[src/rtl/fetch_pkg.sv]
// Shared constants and types for the fetch / prefetch slice.
package fetch_pkg;

  localparam int INSTR_W = 32;
  localparam int PC_STEP = 4;

  typedef enum logic {
    RUN  = 1'b0,
    HALT = 1'b1
  } fetch_state_t;

endpackage : fetch_pkg

[src/rtl/sync_fifo.sv]
// Small register-based FIFO with push/pop/flush and occupancy count.
// Head entry is read straight from storage so a pushed word is visible the next cycle.
module sync_fifo #(
  parameter int WIDTH = 64,
  parameter int DEPTH = 4,
  localparam int PTR_W = $clog2(DEPTH),
  localparam int CNT_W = $clog2(DEPTH + 1)
) (
  input  logic             clk,
  input  logic             rst,
  input  logic             push,
  input  logic [WIDTH-1:0] push_data,
  input  logic             pop,
  input  logic             flush,
  output logic [WIDTH-1:0] head_data,
  output logic [CNT_W-1:0] count,
  output logic             full,
  output logic             empty
);

  logic [WIDTH-1:0] mem_reg [DEPTH];
  logic [PTR_W-1:0] wr_ptr_reg;
  logic [PTR_W-1:0] rd_ptr_reg;
  logic [CNT_W-1:0] count_reg;
  logic [DEPTH-1:0] wr_en;
  logic             push_ok;
  logic             pop_ok;

  assign full    = (count_reg == CNT_W'(DEPTH));
  assign empty   = (count_reg == '0);
  assign push_ok = push && !full && !flush;
  assign pop_ok  = pop && !empty && !flush;

  generate
    for (genvar gi = 0; gi < DEPTH; gi++) begin : g_wr_en
      assign wr_en[gi] = push_ok && (wr_ptr_reg == PTR_W'(gi));
    end
  endgenerate

  always_ff @(posedge clk) begin
    if (rst) begin
      for (int i = 0; i < DEPTH; i++) mem_reg[i] <= '0;
    end else begin
      for (int i = 0; i < DEPTH; i++) begin
        if (wr_en[i]) mem_reg[i] <= push_data;
      end
    end
  end

  // Pointers wrap naturally because DEPTH is a power of two.
  always_ff @(posedge clk) begin
    if (rst || flush) begin
      wr_ptr_reg <= '0;
      rd_ptr_reg <= '0;
      count_reg  <= '0;
    end else begin
      if (push_ok) wr_ptr_reg <= wr_ptr_reg + PTR_W'(1);
      if (pop_ok)  rd_ptr_reg <= rd_ptr_reg + PTR_W'(1);
      case ({push_ok, pop_ok})
        2'b10:   count_reg <= count_reg + CNT_W'(1);
        2'b01:   count_reg <= count_reg - CNT_W'(1);
        default: count_reg <= count_reg;
      endcase
    end
  end

  assign head_data = mem_reg[rd_ptr_reg];
  assign count     = count_reg;

endmodule : sync_fifo

[src/rtl/fetch_prefetch_unit.sv]
// PC register, next-PC selection, RUN/HALT control and prefetch queue in front of decode.
// Redirects flush the queue and restart fetch at the word-aligned target.
module fetch_prefetch_unit
  import fetch_pkg::*;
#(
  parameter int          XLEN     = 32,
  parameter logic [XLEN-1:0] RESET_PC = '0,
  parameter int          DEPTH    = 4,
  localparam int CNT_W = $clog2(DEPTH + 1)
) (
  input  logic               clk,
  input  logic               rst,
  input  logic               redirect_valid,
  input  logic [XLEN-1:0]    redirect_pc,
  input  logic               halt_req,
  output logic               imem_req,
  output logic [XLEN-1:0]    imem_addr,
  input  logic [INSTR_W-1:0] imem_rdata,
  input  logic               imem_ack,
  output logic               out_valid,
  input  logic               out_ready,
  output logic [INSTR_W-1:0] out_instr,
  output logic [XLEN-1:0]    out_pc,
  output logic [XLEN-1:0]    fetch_pc,
  output logic [CNT_W-1:0]   count,
  output logic               halted
);

  localparam int ENTRY_W = XLEN + INSTR_W;

  fetch_state_t          state_reg;
  logic [XLEN-1:0]       fetch_pc_reg;
  logic [XLEN-1:0]       fetch_pc_next;
  logic [XLEN-1:0]       redirect_target;
  logic [ENTRY_W-1:0]    head_data;
  logic                  fifo_full;
  logic                  fifo_empty;
  logic                  push;
  logic                  pop;

  assign imem_req  = (state_reg == RUN) && !fifo_full && !rst;
  assign push      = imem_req && imem_ack && !redirect_valid;
  assign out_valid = !fifo_empty;
  assign pop       = out_valid && out_ready && !redirect_valid;

  // Low two bits are forced to zero so targets are always word aligned.
  assign redirect_target = redirect_pc & ~XLEN'(3);

  always_comb begin
    fetch_pc_next = fetch_pc_reg;
    if (push) fetch_pc_next = fetch_pc_reg + XLEN'(PC_STEP);
  end

  // Redirect outranks halt, so a simultaneous halt request leaves the unit running.
  always_ff @(posedge clk) begin
    if (rst) begin
      state_reg    <= RUN;
      fetch_pc_reg <= RESET_PC;
    end else if (redirect_valid) begin
      state_reg    <= RUN;
      fetch_pc_reg <= redirect_target;
    end else begin
      fetch_pc_reg <= fetch_pc_next;
      case (state_reg)
        RUN:     if (halt_req) state_reg <= HALT;
        HALT:    state_reg <= HALT;
        default: state_reg <= RUN;
      endcase
    end
  end

  sync_fifo #(
    .WIDTH (ENTRY_W),
    .DEPTH (DEPTH)
  ) u_queue (
    .clk       (clk),
    .rst       (rst),
    .push      (push),
    .push_data ({fetch_pc_reg, imem_rdata}),
    .pop       (pop),
    .flush     (redirect_valid),
    .head_data (head_data),
    .count     (count),
    .full      (fifo_full),
    .empty     (fifo_empty)
  );

  assign out_pc    = head_data[ENTRY_W-1:INSTR_W];
  assign out_instr = head_data[INSTR_W-1:0];
  assign imem_addr = fetch_pc_reg;
  assign fetch_pc  = fetch_pc_reg;
  assign halted    = (state_reg == HALT);

endmodule : fetch_prefetch_unit
[config.mk]
export PLATFORM = sky130hd
export DESIGN_NAME = fetch_prefetch_unit
export DESIGN_NICKNAME = d
export VERILOG_FILES = /design/src/rtl/fetch_pkg.sv /design/src/rtl/sync_fifo.sv /design/src/rtl/fetch_prefetch_unit.sv
export SDC_FILE = /design/constraint.sdc
export NUM_CORES = 1
export LEC_CHECK = 0
export BUFFER_PORTS_ARGS = -buffer_cell sky130_fd_sc_hd__clkbuf_2
export CORE_UTILIZATION = 45
export CTS_CLUSTER_DIAMETER = 100
export DETAILED_ROUTE_END_ITERATION = 6
export HOLD_SLACK_MARGIN = 0.05
export PLACE_DENSITY = 0.69
export SYNTH_ARGS = -nofsm -noshare
export SYNTH_HDL_FRONTEND = slang
export SYNTH_SLANG_ARGS = --single-unit
export TNS_END_PERCENT = 30
[constraint.sdc]
create_clock -name clk -period 3 [get_ports clk]
set_input_delay 0.3 -clock clk [delete_from_list [all_inputs] [get_ports clk]]
set_output_delay 0.3 -clock clk [all_outputs]
set_load 0.01 [all_outputs]
==> results of run 1 <==
[layout make-up]
class | instances | area (um^2)
multi-input cells | 523 | 4422
inverters | 11 | 41.29
well taps | 384 | 480.5
flip-flops and latches | 288 | 8255
clock inverters | 15 | 201.4
clock buffers | 42 | 842.1
repair buffers | 245 | 1496
fillers | 2375 | 13200
[cells by family (layout without fill, tap and decap cells)]
group / Yosys count / in the layout / share of synthesized area [%]
AND/OR/NAND/NOR: 371 / 371 / 17.10
flip-flops: 288 / 288 / 61.90
buffers and inverters: 134 / 313 / 5.390
multiplexers: 62 / 62 / 10.48
AO/OA/AOI/OAI: 45 / 45 / 2.282
XOR/XNOR: 32 / 32 / 2.103
adder cells (fa/ha/maj): 7 / 7 / 0.7137
other: 1 / 6 / 0.02814
[routing by layer]
| layer | GRT usage, % | vias to the layer above | routed length (um) |
|---|---|---|---|
| met5 | 0 | - | 0 |
| met3 | 3.018 | 41 | 1629 |
| met1 | 28.00 | 4166 | 13770 |
| li1 | - | 3889 | - |
| met2 | 36.08 | 273 | 15760 |
| met4 | 4.349 | 0 | 547 |
[Yosys cell counts (5+ instances only)]
master / number
mux4_2: 62
inv_1: 11
edfxtp_1: 248
xor2_1: 8
o21ai_0: 5
dfxtp_1: 40
buf_4: 36
and3_1: 255
a21oi_1: 10
and4_1: 5
ha_1: 6
nor2_1: 34
xnor2_1: 24
o22ai_1: 5
nor3_1: 13
clkbuf_8: 5
a211oi_1: 16
nand3_1: 9
clkbuf_1: 66
buf_2: 12
nand4_1: 6
nand2_1: 24
[worst max-delay path, stage by stage (launching register included)]
cell and delay [ns]:
dfxtp_4 0.67, buf_4 0.38, mux4_2 0.56, clkbuf_2 0.14
[repair_timing]
| action | CTS | global route |
|---|---|---|
| hold buffers | 28 | 0 |
| buffers inserted | 0 | 0 |
| hold endpoints to repair | 27 | 0 |
[how the worst max path moves through the flow]
stage                                start                    end  slack, ns  cells after the start
final                                 flop          out_instr[11]       0.37                      3
after CTS                             flop          out_instr[11]       0.28                      3
after global placement    u_queue.count[2]       u_queue.count[2]       0.52                     10
after global routing      u_queue.count[2]       u_queue.count[2]       0.20                     10
after detailed placement  u_queue.count[2]       u_queue.count[2]       0.46                     10
after floorplan           u_queue.count[0]  u_queue.mem_reg[0][0]       0.05                      6
[report_power, final]
group	internal (mW)	leakage [nW]	switching, mW
Sequential	4.51	2.89	0.120
Combinational	0.260	3.34	0.362
Clock	2.39	0.508	1.52
[stage by stage]
stage	std cells	util [%]	hold slack (ns)
finish	1508	54.39	0.06845
CTS	1508	54.39	0.05255
global placement	1423	49.82	0.4917
floorplan	945	-	0.4086
global route	1508	54.39	0.06499
detailed placement	1423	49.82	0.5055
==> results.json, run 1 <==
{
  "synth_area_um2": 13320,
  "drv_slew": 0,
  "die_width_um": 174.1,
  "gp_congestion": 0.8091,
  "regToRegStartpoint": "fetch_pc[4]",
  "start_util_pct": 46.05,
  "postPlaceCellArea_um2": 14420,
  "slew_headroom_pct": 42.71,
  "rows": 62,
  "critPathKind": "flop to primary output",
  "crit_path_start_kind": "flop",
  "numCtsBuffers": 31,
  "cp.required_ns": 2.70,
  "synthTopCellsByArea": "edfxtp_1 (56%), and3_1 (12%), mux4_2 (10%)",
  "end_kind": "primary output",
  "hold_end": "fetch_pc[14]",
  "htree_levels": 1,
  "final_common_cell": "and3_1",
  "fp.dieArea_um2": 30300,
  "final_cell_mix": "and3_1 (254), edfxtp_1 (248), clkbuf_2 (195), mux4_2 (62), dfxtp_1 (38)",
  "dr.pass1.iters": 4,
  "synth_top_area_share_pct": 55.89,
  "drtIter0Drc": 500,
  "cts_root_buffer": "clkbuf_16",
  "power.density_nw_per_um2": 581.6,
  "clk_latency_ns": 0.55,
  "cts_tree": "done",
  "largest_reg_flops": 248,
  "grt_pass1_wl_um": 48980,
  "crit_arrival_ns": 2.33,
  "area_delta_synth_final_pct": 18.12,
  "portBuffers": 195,
  "vias_per_cell": 5.550,
  "fp.dieH_um": 174.1,
  "r2r_cells": 6,
  "final_antenna_net_count": 0,
  "finalSetupViolations": 0,
  "hold_viol_final": 0,
  "worst_slew_pin_slew_ns": 0.8593,
  "antenna_found_initial": 0,
  "ys.warnings.count": 0,
  "nets": 1177,
  "min_path_cells": 2,
  "cap_violations": 0,
  "seq_area_frac_synth_pct": 61.90,
  "power.total_mw": 9.153,
  "ys_async_sr_fraction_pct": 0,
  "r2r_setup_slack_ns": 0.39,
  "hpwl_um": 18050,
  "grt_pass1_vias": 8609,
  "path_clk_slew_ns": 0.06,
  "coreArea_um2": 28940,
  "synth-main-ff-cell": "edfxtp_1",
  "syn-mean-instance-area_um2": 14.17,
  "rsz0062_at_grt": "false",
  "grt_start_max_net_pins": 109,
  "fin_area_um2": 15740,
  "place_ws_ns": 0.4647,
  "period_minus_slack_ns": 2.628,
  "path_max_fanout": 23,
  "fmax_ghz": 0.3805,
  "fin_skew_ns": 0.01645,
  "fin_crit_sh_pct": 87.60,
  "post-route-drc-count": 0,
  "hp-start": "rst",
  "antenna_cells": 0,
  "ctsResizeCount": 0,
  "rr_endpoint": "fetch_pc[13]",
  "vias": 8369,
  "overflow": 0,
  "fin_tns_setup_ns": 0,
  "clkSinkCount": 288,
  "syn_inst": 940,
  "layout_setup_ws_ns": 0.3719,
  "cts_max_path_buffers": 3,
  "synth_edf_count": 248,
  "yosysTopAreaCell": "edfxtp_1",
  "outcome": "completed",
  "pin_count": 204,
  "synth_seq_cells": 288,
  "routedWlPerCell_um": 21.03,
  "power.leakage_nw": 6.740,
  "drive_above_1_share_pct": 31.49,
  "grt_usage_pct": 20.87,
  "wl_um": 31710,
  "hold_path.class": "primary input to flop",
  "irDropWorstVdd_mv": 0.4506,
  "synth_cell_types": 48
}
Note: power is estimated with default switching activity, not from simulation.
==> run 2: changes to the inputs <==
--- a/config.mk
+++ b/config.mk
@@ -6,12 +6,13 @@
 export NUM_CORES = 1
 export LEC_CHECK = 0
 export BUFFER_PORTS_ARGS = -buffer_cell sky130_fd_sc_hd__clkbuf_2
-export CORE_UTILIZATION = 45
+export CORE_UTILIZATION = 30
 export CTS_CLUSTER_DIAMETER = 100
 export DETAILED_ROUTE_END_ITERATION = 6
 export HOLD_SLACK_MARGIN = 0.05
-export PLACE_DENSITY = 0.69
+export PLACE_DENSITY = 0.49
 export SYNTH_ARGS = -nofsm -noshare
 export SYNTH_HDL_FRONTEND = slang
+export SYNTH_HIERARCHICAL = 1
 export SYNTH_SLANG_ARGS = --single-unit
 export TNS_END_PERCENT = 30
==> constraint.sdc (replaced) <==
create_clock -name clk -period 3.4 [get_ports clk]
set_input_delay 0.34 -clock clk [delete_from_list [all_inputs] [get_ports clk]]
set_output_delay 0.34 -clock clk [all_outputs]
set_load 0.01 [all_outputs]
==> run 2 against run 1 <==
Cell area up 2.4%. Sequential power down 10%. Sequential share of layout area up 0.25 points. Largest power group unchanged. Critical path type is now flop to flop. Routed wire length up 14%. The flow now finishes with violations (design-rule violations).
==> results.json, run 2 <==
{
  "hold_viol_final": 0,
  "critPathKind": "flop to flop",
  "drv_slew": 0,
  "r2r_setup_slack_ns": 0.30,
  "fin_cells": 1804,
  "worst_slew_pin_slew_ns": 1.009,
  "pwr-share-clk_pct": 43.9,
  "synth-main-ff-cell": "edfxtp_1",
  "comb_power_share_pct": 6.2,
  "synth_edf_count": 256,
  "syn_inst": 992,
  "grt_pass1_wl_um": 54100,
  "fin_crit_sh_pct": 91.07,
  "holdBufCountCts": 22,
  "synth_cell_types": 52,
  "synthTopCellsByArea": "edfxtp_1 (57%), mux4_2 (11%), nor2_1 (8.1%)",
  "irDropWorstVdd_mv": 0.2385,
  "dp.cells": 1715,
  "clkSinkCount": 296,
  "grt_start_max_net_pins": 65,
  "coreArea_um2": 44120,
  "syn-mean-instance-area_um2": 13.51,
  "antenna_found_initial": 0,
  "r2r_cells": 13,
  "cp.required_ns": 3.87,
  "timing.hold.ws_ns": 0.08116,
  "crit_path_start_kind": "flop",
  "post-route-drc-count": 2,
  "synth_area_um2": 13400,
  "seq_area_frac_synth_pct": 63.34,
  "wl_um": 36180,
  "synth_common_cells": "nor2_1 (288), edfxtp_1 (256), nand2b_1 (69)",
  "p_int_mw": 6.422,
  "vias": 8436,
  "pin_count": 204,
  "min_path_cells": 3,
  "fp.dieArea_um2": 45520,
  "htree_levels": 2,
  "yosysTopAreaCell": "edfxtp_1",
  "yosysMostFrequentCell": "nor2_1",
  "drtIter0Drc": 418,
  "final_common_cell": "nor2_1",
  "period_minus_slack_ns": 3.096,
  "rsz0062_at_grt": "false",
  "hp-start": "redirect_pc[19]",
  "sw_frac_of_total_pct": 23.03,
  "die_width_um": 213.4,
  "regToRegStartpoint": "u_queue/count[0]",
  "fp.dieH_um": 213.4,
  "gp_congestion": 0.7374,
  "path_max_fanout": 10,
  "drive_above_1_share_pct": 28.96,
  "outcome": "finished, violations left",
  "failed_checks": "design-rule violations",
  "nets": 1261,
  "path_clk_slew_ns": 0.05,
  "finalSetupViolations": 0,
  "power.leakage_nw": 5.756,
  "start_util_pct": 30.37,
  "pwr-share-seq_pct": 49.8,
  "synth_top_area_share_pct": 57.36,
  "hold_end": "fetch_pc[19]",
  "routedWlPerCell_um": 20.06,
  "final_cell_mix": "nor2_1 (288), edfxtp_1 (256), clkbuf_2 (196), nand2b_1 (65), mux4_2 (64)",
  "cts_tree": "done",
  "cts_max_path_buffers": 3,
  "grt_usage_pct": 16.23,
  "vias_per_cell": 4.676,
  "power.density_nw_per_um2": 517.7,
  "crit_arrival_ns": 3.56,
  "fin_skew_ns": 0.01571,
  "rr_endpoint": "u_queue/count[2]",
  "rows": 77,
  "portBuffers": 197,
  "cts_setup_buffers": 0,
  "final_antenna_net_count": 0,
  "antenna_cells": 0,
  "fmax_ghz": 0.3230,
  "clk_latency_ns": 0.55,
  "slew_headroom_pct": 32.72,
  "ctsResizeCount": 0,
  "hold_path.class": "primary input to flop",
  "ys_async_sr_fraction_pct": 0,
  "cap_violations": 0,
  "power_switching_mw": 1.922,
  "largest_reg_flops": 256,
  "end_kind": "flop",
  "synth_seq_cells": 296,
  "area_delta_synth_final_pct": 20.28,
  "dr.pass1.iters": 6,
  "grt_pass1_vias": 8739,
  "cts_root_buffer": "clkbuf_16",
  "numCtsBuffers": 37,
  "ys.warnings.count": 6,
  "hpwl_um": 21190,
  "overflow": 0
}
-- run 2: critical path, stage by stage (launching register included) --
cell     delay [ns]
dfxtp_1        0.41
or3b_1         0.22
inv_1          0.10
or4b_4         0.66
nor2_1         0.17
nor2b_1        0.15
buf_4          0.21
nand2_1        0.11
ha_1           0.23
inv_1          0.07
fa_1           0.17
xor2_1         0.07
or3_1          0.30
a21oi_1        0.14
-- run 2: logic make-up after synthesis --
family / Yosys count / synth area share [%]
flops: 296 / 63.34
fa+ha+maj: 7 / 0.7095
simple gates: 448 / 15.55
xor+xnor: 27 / 1.764
buf+inv: 105 / 5.499
other cells: 1 / 0.02798
compound gates: 37 / 1.821
mux: 71 / 11.29
-- run 2: worst max-delay path by stage --
stage                     slack [ns]                    end  cells past startpoint              from
after floorplan                -0.64  u_queue/mem_reg[2][0]                     11  u_queue/count[0]
after global placement          0.34       u_queue/count[2]                     13  u_queue/count[0]
after CTS                       0.27       u_queue/count[2]                     13  u_queue/count[0]
after detailed placement        0.31       u_queue/count[2]                     13  u_queue/count[0]
final                           0.30       u_queue/count[2]                     13  u_queue/count[0]
after global routing            0.05       u_queue/count[2]                     13  u_queue/count[0]
-- run 2: power by group through the flow --
stage,clock network [mW],registers [mW],logic [mW]
after CTS,3.78,4.16,0.534
after floorplan,0,4.21,0.295
final,3.67,4.16,0.521
after detailed placement,0,4.23,0.513
after global placement,0,4.23,0.514
after global routing,3.90,4.17,0.571
-- run 2: stage by stage --
step / cell area, um^2 / power, mW / setup TNS, ns / worst slack [ns] / util, %
after CTS: 16120 / 8.472 / 0 / 0.2734 / 36.53
after global placement: 14790 / 4.742 / 0 / 0.3403 / 33.51
after detailed placement: 14790 / 4.747 / 0 / 0.3118 / 33.51
after global routing: 16120 / 8.643 / 0 / 0.04974 / 36.53
after floorplan: 13430 / 4.508 / -81.47 / -0.6365 / -
final: 16120 / 8.345 / 0 / 0.3036 / 36.53
-- run 2: final cells by class --
type / count / area [um^2]
clock buffer: 57 / 1054
sequential: 296 / 8496
multi-input combinational: 596 / 4255
clock inverter: 10 / 60.06
inverter: 10 / 37.54
tap: 592 / 740.7
timing repair buffer: 243 / 1476
fill: 4402 / 28010
-- run 2: layer usage --
metal  routed length [um]  vias up  share of wire, %  track usage, %
met5                    0        -                 0               0
met4                  646        0               1.8           4.901
met3                 2105       38               5.8           3.412
met2                17230      247                48           26.56
met1                16200     4235                45           21.61
li1                     -     3916                 -               -
